### src/rtl/demux8_1to16_reg.sv
// Registered 1-to-16 byte demultiplexer with valid/ready input, addressed or
// sequential targeting, and a frame-complete handshake.
module demux8_1to16_reg #(
    parameter int unsigned DATA_W = 8,
    parameter int unsigned SEL_W  = 4
) (
    input  logic              clk,
    input  logic              rst_n,
    input  logic              in_valid,
    output logic              in_ready,
    input  logic [DATA_W-1:0] din,
    input  logic [SEL_W-1:0]  select,
    input  logic              mode,
    input  logic              clear,
    input  logic              frame_ack,
    output logic [DATA_W-1:0] o0,
    output logic [DATA_W-1:0] o1,
    output logic [DATA_W-1:0] o2,
    output logic [DATA_W-1:0] o3,
    output logic [DATA_W-1:0] o4,
    output logic [DATA_W-1:0] o5,
    output logic [DATA_W-1:0] o6,
    output logic [DATA_W-1:0] o7,
    output logic [DATA_W-1:0] o8,
    output logic [DATA_W-1:0] o9,
    output logic [DATA_W-1:0] o10,
    output logic [DATA_W-1:0] o11,
    output logic [DATA_W-1:0] o12,
    output logic [DATA_W-1:0] o13,
    output logic [DATA_W-1:0] o14,
    output logic [DATA_W-1:0] o15,
    output logic [15:0]       o_valid,
    output logic [SEL_W-1:0]  ptr,
    output logic              frame_done
);

    localparam int unsigned NUM_OUT = 16;

    typedef enum logic {
        FILL = 1'b0,
        DONE = 1'b1
    } state_t;

    state_t state_q, state_d;

    logic [NUM_OUT-1:0][DATA_W-1:0] regs;
    logic [SEL_W-1:0]               target;
    logic [NUM_OUT-1:0]             target_hot;
    logic                           accept;
    logic                           completes;

    // Clear drops any simultaneous write, so it is folded into the accept term.
    assign accept     = in_valid && (state_q == FILL) && !clear;
    assign target     = mode ? ptr : select;
    assign target_hot = NUM_OUT'(1) << target;
    assign completes  = (&(o_valid | target_hot)) && !o_valid[target];

    always_ff @(posedge clk or negedge rst_n) begin
        if (!rst_n) begin
            state_q <= FILL;
        end else begin
            state_q <= state_d;
        end
    end

    always_comb begin
        state_d  = state_q;
        in_ready = 1'b0;
        case (state_q)
            FILL: begin
                in_ready = 1'b1;
                if (accept && completes) begin
                    state_d = DONE;
                end
            end
            DONE: begin
                if (frame_ack) begin
                    state_d = FILL;
                end
            end
            default: state_d = FILL;
        endcase
        if (clear) begin
            state_d = FILL;
        end
    end

    // Data, valid flags, pointer and completion pulse.
    always_ff @(posedge clk or negedge rst_n) begin
        if (!rst_n) begin
            regs       <= '0;
            o_valid    <= '0;
            ptr        <= '0;
            frame_done <= 1'b0;
        end else if (clear) begin
            regs       <= '0;
            o_valid    <= '0;
            ptr        <= '0;
            frame_done <= 1'b0;
        end else begin
            frame_done <= accept && completes;
            if (accept) begin
                regs[target] <= din;
                o_valid      <= o_valid | target_hot;
                if (mode) begin
                    ptr <= ptr + SEL_W'(1);
                end
            end else if ((state_q == DONE) && frame_ack) begin
                // Re-arm keeps the data so the consumer can still read it.
                o_valid <= '0;
                ptr     <= '0;
            end
        end
    end

    assign o0  = regs[0];
    assign o1  = regs[1];
    assign o2  = regs[2];
    assign o3  = regs[3];
    assign o4  = regs[4];
    assign o5  = regs[5];
    assign o6  = regs[6];
    assign o7  = regs[7];
    assign o8  = regs[8];
    assign o9  = regs[9];
    assign o10 = regs[10];
    assign o11 = regs[11];
    assign o12 = regs[12];
    assign o13 = regs[13];
    assign o14 = regs[14];
    assign o15 = regs[15];

endmodule

### config.mk
export PLATFORM = sky130hd
export DESIGN_NAME = demux8_1to16_reg
export DESIGN_NICKNAME = d
export VERILOG_FILES = /design/src/rtl/demux8_1to16_reg.sv
export SDC_FILE = /design/constraint.sdc
export NUM_CORES = 1
export LEC_CHECK = 0
export ABC_AREA = 1
export ABC_CLOCK_PERIOD_IN_PS = 1600
export BUFFER_PORTS_ARGS = -buffer_cell sky130_fd_sc_hd__buf_2
export CORE_UTILIZATION = 35
export CTS_CLUSTER_SIZE = 14
export DETAILED_ROUTE_END_ITERATION = 10
export MAX_ROUTING_LAYER = met4
export PLACE_DENSITY = 0.61
export SLEW_MARGIN = 15
export SYNTH_ARGS = -nofsm -noshare
export SYNTH_HDL_FRONTEND = slang
export SYNTH_SLANG_ARGS = --single-unit
### constraint.sdc
create_clock -name clk -period 1.6 [get_ports clk]
set_input_delay 0.32 -clock clk [delete_from_list [all_inputs] [get_ports clk]]
set_output_delay 0.32 -clock clk [all_outputs]
set_load 0.02 [all_outputs]
## Yosys cells after proc, flatten, opt, wreduce, memory -nomap -nowiden

Index checks and enable logic that the tools add are counted.

| storage, ports and cells | value |
|---|---|
| register bits after elaboration | 150 |
| bits of input ports | 18 |
| word-level logic and storage cells | 60 |

| cells by class | value |
|---|---|
| add/sub/neg operators | 1 |
| $lt $le $gt $ge | 2 |
| equality and inequality tests | 1 |
| shift-type cells | 1 |
| muxes and demuxes | 21 |
| bitwise gates (word level) | 2 |
| reduce and logical (&&, ||, !) cells | 12 |

Operators by type and width:

| operator | number |
|---|---|
| two-way mux 128 bit | 2 |
| bitwise mux 128 bit | 1 |
| two-way mux 16 bit | 3 |
| demux 8 bit (select 4 bit) | 1 |
| two-way mux 4 bit | 5 |
| OR 16 bit | 1 |
| AND reduction 16 bit | 1 |
| << shifter 1 x 4 -> 16 bit, first input constant | 1 |
| two-way mux 8 bit | 1 |
| logical AND 1 bit | 6 |
| two-way mux 1 bit | 6 |
| less-than comparator 4 x 5 -> 1 bit, second input constant | 1 |
| adder 4 x 1 -> 4 bit, second input constant | 1 |
| binary-select mux 1 bit (select 4 bit) | 1 |
| greater-or-equal comparator 4 x 1 -> 1 bit, second input constant | 1 |
| != test 3 bit, second input constant | 1 |
| nonzero test 3 bit | 1 |
| zero test 1 bit | 2 |
| case mux 1 bit (2 select lines) | 1 |
| AND reduction 2 bit | 1 |
| nonzero test 2 bit | 1 |
| inverter 1 bit | 1 |

## Depth between registers and ports, before layout

| logic depth | value |
|---|---|
| depth after elaboration | 9 |
| gate-level depth with buffers | 14 |

## Worst setup path before layout

OpenSTA, ideal clock, no wires.

| timing path | value |
|---|---|
| path type | reg-to-reg |
| from | reg ptr[0] |
| to | reg regs, in the netlist o11[0] |
| data arrival time | 1.507 ns |
| data required time | 1.456 ns |
| setup slack | -0.051 ns |
| cell stages (with the launch flop) | 8 |
| path buffers | 0 |
| period minus slack after synthesis | 1.651 ns |
| cells stage by stage | dfrtp_1 inv_1 nand2_1 nand2_4 nor2_8 nand2_4 o21ai_1 o22ai_1 |

| between the ends | value |
|---|---|
| longest elaborated chain between the ends | 8 |
| elaborated cells between the ends (all ways) | 9 |
| those cells by class | 2 x order compare; 6 x mux; 1 x reduce/logical |

RTL lines:

| item | line | RTL |
|---|---|---|
| from (decl) | 33 | `output logic [SEL_W-1:0] ptr,` |
| from (signal assigned) | 106 | `ptr <= ptr + SEL_W'(1);` |
| two-way mux 4 bit * | 54 | `assign target = mode ? ptr : select;` |
| less-than comparator 4 x 5 -> 1 bit (implied by the code) or greater-or-equal comparator 4 x 1 -> 1 bit (tied branches) | 103 | `regs[target] <= din;` |
| logical AND 1 bit (implied by the code) | 103 |  |
| two-way mux 8 bit (implied by the code) | 103 |  |
| demux 8 bit (select 4 bit) * | 103 |  |
| bitwise mux 128 bit * | 103 |  |
| two-way mux 128 bit * | 102 | `if (accept) begin` |
| two-way mux 128 bit * | 95 | `end else if (clear) begin` |
| to (signal, indexed assignment) | 103 |  |
| to (decl) | 46 | `logic [NUM_OUT-1:0][DATA_W-1:0] regs;` |

Mark *: on every way between the ends. The rest lies on a longest branch, timed or not. The select of a mux whose other input is x is not followed.
A chain may end at the register's enable or synchronous reset.

## Worst setup path after layout

| timing path | value |
|---|---|
| from | reg ptr[0] |
| to | reg state_q |

| between the ends | value |
|---|---|
| longest elaborated chain between the ends | 9 |
| elaborated cells between the ends (all ways) | 12 |
| those cells by class | 1 x shift; 6 x mux; 1 x bitwise; 4 x reduce/logical |

RTL lines:

| item | line | RTL |
|---|---|---|
| two-way mux 4 bit * | 54 |  |
| binary-select mux 1 bit (select 4 bit) or << shifter 1 x 4 -> 16 bit (tied branches) | 56, 55 |  |
| two-way mux 1 bit (implied by the code) or OR 16 bit (tied branches) | 56 | `assign completes = (&(o_valid \| target_hot)) && !o_valid[target];` |
| zero test 1 bit or AND reduction 16 bit (tied branches) | 56 |  |
| logical AND 1 bit * | 56 |  |
| logical AND 1 bit * | 72 | `if (accept && completes) begin` |
| two-way mux 1 bit * | 72 |  |
| case mux 1 bit (2 select lines) * | 69 | `case (state_q)` |
| two-way mux 1 bit * | 83 | `if (clear) begin` |
| net state_d | 44 | `state_t state_q, state_d;` |
| to (signal assigned) | 62 | `state_q <= state_d;` |
| to (decl) | 44 |  |

The timed path passes the listed nets; every way through them passes the cells marked *. The select of a mux whose other input is x is not followed.

==> flow_summary_export.csv <==
group,metric,value,unit
sta,post-route-period-util,99.7,%
final_layout,area_delta_synth_final,41.3,%
power_and_ir_drop,ir_drop,0.767,mV
routing,viasPerCell,4.97,
clock_tree,max-clock-path-buffers,2,
worst_setup_path,path_cells,"inv_2 > nand2_2 > nand2_4 > nor2_8 > nand2_2 > nand2_2 > nand2_1 > nor2_1 > nand2_1 > nor2_1 > nand2_1 > a21oi_2",
clock_tree,numCtsBuffers,17,
final_layout,postLayoutCellArea,9110,um^2
clock_tree,insertion_delay,420,ps
sta,finalSetupViolCount,0,
routing,met1_length,9690,um
synth,netlist_instances,667,
grt,grt_overflow_total,0,
worst_setup_path,crit_fanout,6,
sta,rsz0062_at_grt,"true",
synth,yosys.area.top_type,"dfrtp_1",
synth,synth_top_area_share,58.2,%
routing,dr.max_layer_used,"met4",
synth,synthTopCellsByCount,"dfrtp_1, inv_1, nand2_1",
clock_tree,clock_sinks,150,
synth,synth_edf_count,0,
floorplanning,die_area,19000,um^2
grt,antenna_found_initial,0,
routing,met2_length,9510,um
synth,synth_flop_cell,"dfrtp_1",
synth,ys_ff_latch,150,
sta,hold_violations,0,
worst_setup_path,cp.arrival,1950,ps
sta,period_needed,1590,ps
grt,grt_pass1_vias,5393,
place,portBuffers,167,
sta,slew-limit-headroom,77.5,%
final_layout,drive_gt1_share,39.7,%
floorplanning,core,18000,um^2
grt,grt_max_degree,51,
job,max-cap-violations,0,
routing,drt_iter0_drc,277,
clock_tree,path_clk_slew,70,ps
clock_tree,htreeDepth,4,
routing,firstDrtPassIters,7,
sta,final_max_slew_viol_count,0,
power_and_ir_drop,finalPower,9.61,mW
routing,dr_wl_met3,1170,um
worst_setup_path,cp_num_buf_inv,1,
worst_setup_path,r2r_slack,5,ps
sta,worst_pin_slew,338,ps
clock_tree,cts_tree,"yes",
power_and_ir_drop,leakage,4.70,nW
power_and_ir_drop,powerDensity,1050,nW/um^2
routing,post_drt_wl_per_cell,17.7,um
synth,synth.area.top_cells,"dfrtp_1, o22ai_1, inv_1",
final_layout,antenna_cells,0,
sta,fmax,627,MHz
synth,netlist_area,6450,um^2
clock_tree,cts-root-buf,"clkbuf_16",
synth,async_flop_share,100,%
synth,yosysMostFrequentCell,"dfrtp_1",
routing,drtAntennaViolNets,0,
place,finalWeightedCongestion,0.907,
synth,syn_nets,686,
floorplanning,die_x,138,um
worst_setup_path,crit_path_start_kind,"flip-flop",
floorplanning,die_h,138,um
hold_path,hp-class,"in -> reg",
grt,grt_use_total,22.9,%
worst_setup_path,slowest_stage,"dfrtp_2",
routing,drt-total-wl,20500,um
worst_setup_path,slowest_delay,400,ps
synth,ys_warn_count,0,
synth,ys_types,24,
floorplanning,row_count,49,
routing,vias,5781,
sta,fin_skew,7.15,ps
synth,yosysSeqAreaShare,58.2,%
routing,drc,0,
worst_setup_path,worstSetupPathType,"reg -> reg",
worst_setup_path,cp-end-kind,"flip-flop",
place,dpl.hpwl,14200,um
synth,synth.avg_cell_area,9.67,um^2
floorplanning,initial_core_util,35.8,%
place,dpl_cell_area,8250,um^2
grt,grt_pass1_wl,31200,um
worst_setup_path,crit_family,"simple AND/OR/NAND/NOR gates",
worst_setup_path,cp_data_required_time,1960,ps
final_layout,nNetsFinal,940,
floorplanning,io_pins,168,
run_status,status,"completed",
## cells by family (layout without fill, tap and decap cells)
kind of cell,count (synthesis),count (layout),share of synthesized area (%)
adder cells (fa/ha/maj),1,1,0.194
AND/OR/NAND/NOR,220,220,19.2
AO/OA/AOI/OAI,162,162,14.2
flip-flops,150,150,58.2
buffers and inverters,133,400,8.05
XOR/XNOR,1,1,0.136
## final timing paths
path                                 to      start  depth (start not counted)
worst min register to register    o0[6]      o0[6]                          2
worst max register to register  state_q     ptr[0]                         12
worst max-delay path            state_q     ptr[0]                         12
min in group asynchronous        o15[1]      rst_n                          2
worst min-delay path            state_q  frame_ack                          5
max in group asynchronous        o12[2]      rst_n                          3
## area by class of cell
cell class | count | area [um^2]
fill | 1672 | 8910
sequential | 150 | 3760
multi-input combinational | 384 | 2330
timing repair buffer | 256 | 1660
clock buffer | 19 | 433
inverter | 112 | 428
tap | 229 | 287
clock inverter | 13 | 219
## power breakdown
part,internal (mW),total [mW],switching [mW]
clock network,2.80,4.47,1.67
logic,0.421,1.19,0.767
registers,3.88,3.94,0.0630
## cells in the final DEF, fill, tap and decap left out, types with 2 or more instances in the layout
master / n
nand2_2: 28
o21ai_1: 3
o21ai_2: 7
nand3_1: 69
bufinv_16: 5
nand2_1: 74
clkbuf_16: 17
buf_2: 165
dfrtp_2: 3
buf_12: 10
o21ai_0: 69
inv_1: 107
o22ai_1: 77
buf_4: 73
nor2_1: 10
nor2_8: 8
inv_8: 2
inv_2: 4
buf_6: 7
a21oi_2: 3
inv_6: 3
clkinv_4: 3
o22ai_2: 3
clkbuf_1: 2
nand2_4: 24
dfrtp_1: 147
## flip-flops by register name (all words and copies together), names as in the netlist, 4 cells and up
register / cells
o9: 8
o0: 8
o2: 8
o_valid: 16
o13: 8
o11: 8
o7: 8
o14: 8
o1: 8
o3: 8
ptr: 4
o4: 8
o5: 8
o8: 8
o6: 8
o12: 8
o10: 8
o15: 8
## timing repair
action / 4_1_cts / 5_1_grt
hold buffers: 1 / 0
gates resized for setup: 1 / 46
cloned: 0 / 0
endpoints found under the setup margin: 1 / 42
pin swaps: 0 / 23
hold endpoints to repair: 26 / 0
buffers inserted: 0 / 6
## metrics by stage
stage / instances / hold slack [ps] / setup WS [ps] / setup TNS (ps) / utilization, %
final: 1163 / 333 / 5.23 / 0 / 50.6
after global routing: 1163 / 364 / -74.9 / -1150 / 50.6
after CTS: 1157 / 296 / 1.09 / 0 / 49.4
after detailed placement: 1124 / 231 / -178 / -9880 / 45.7
after global placement: 1124 / 233 / -184 / -8250 / 45.7
after floorplan: 667 / 24.4 / 2.32 / 0 / -
## tightest hold or removal path: stages
cell,delay [ps]
buf_2,80
nand2_1,50
nand2_1,80
buf_4,160
a21oi_2,40
## layer usage
| metal | up-vias | global-route usage (%) |
|---|---|---|
| met3 | 10 | 4.27 |
| li1 | 2742 | - |
| met5 | - | - |
| met2 | 207 | 33.2 |
| met4 | 0 | 6.64 |
| met1 | 2822 | 32.4 |
No activity file was read; power rests on OpenSTA's default activity.
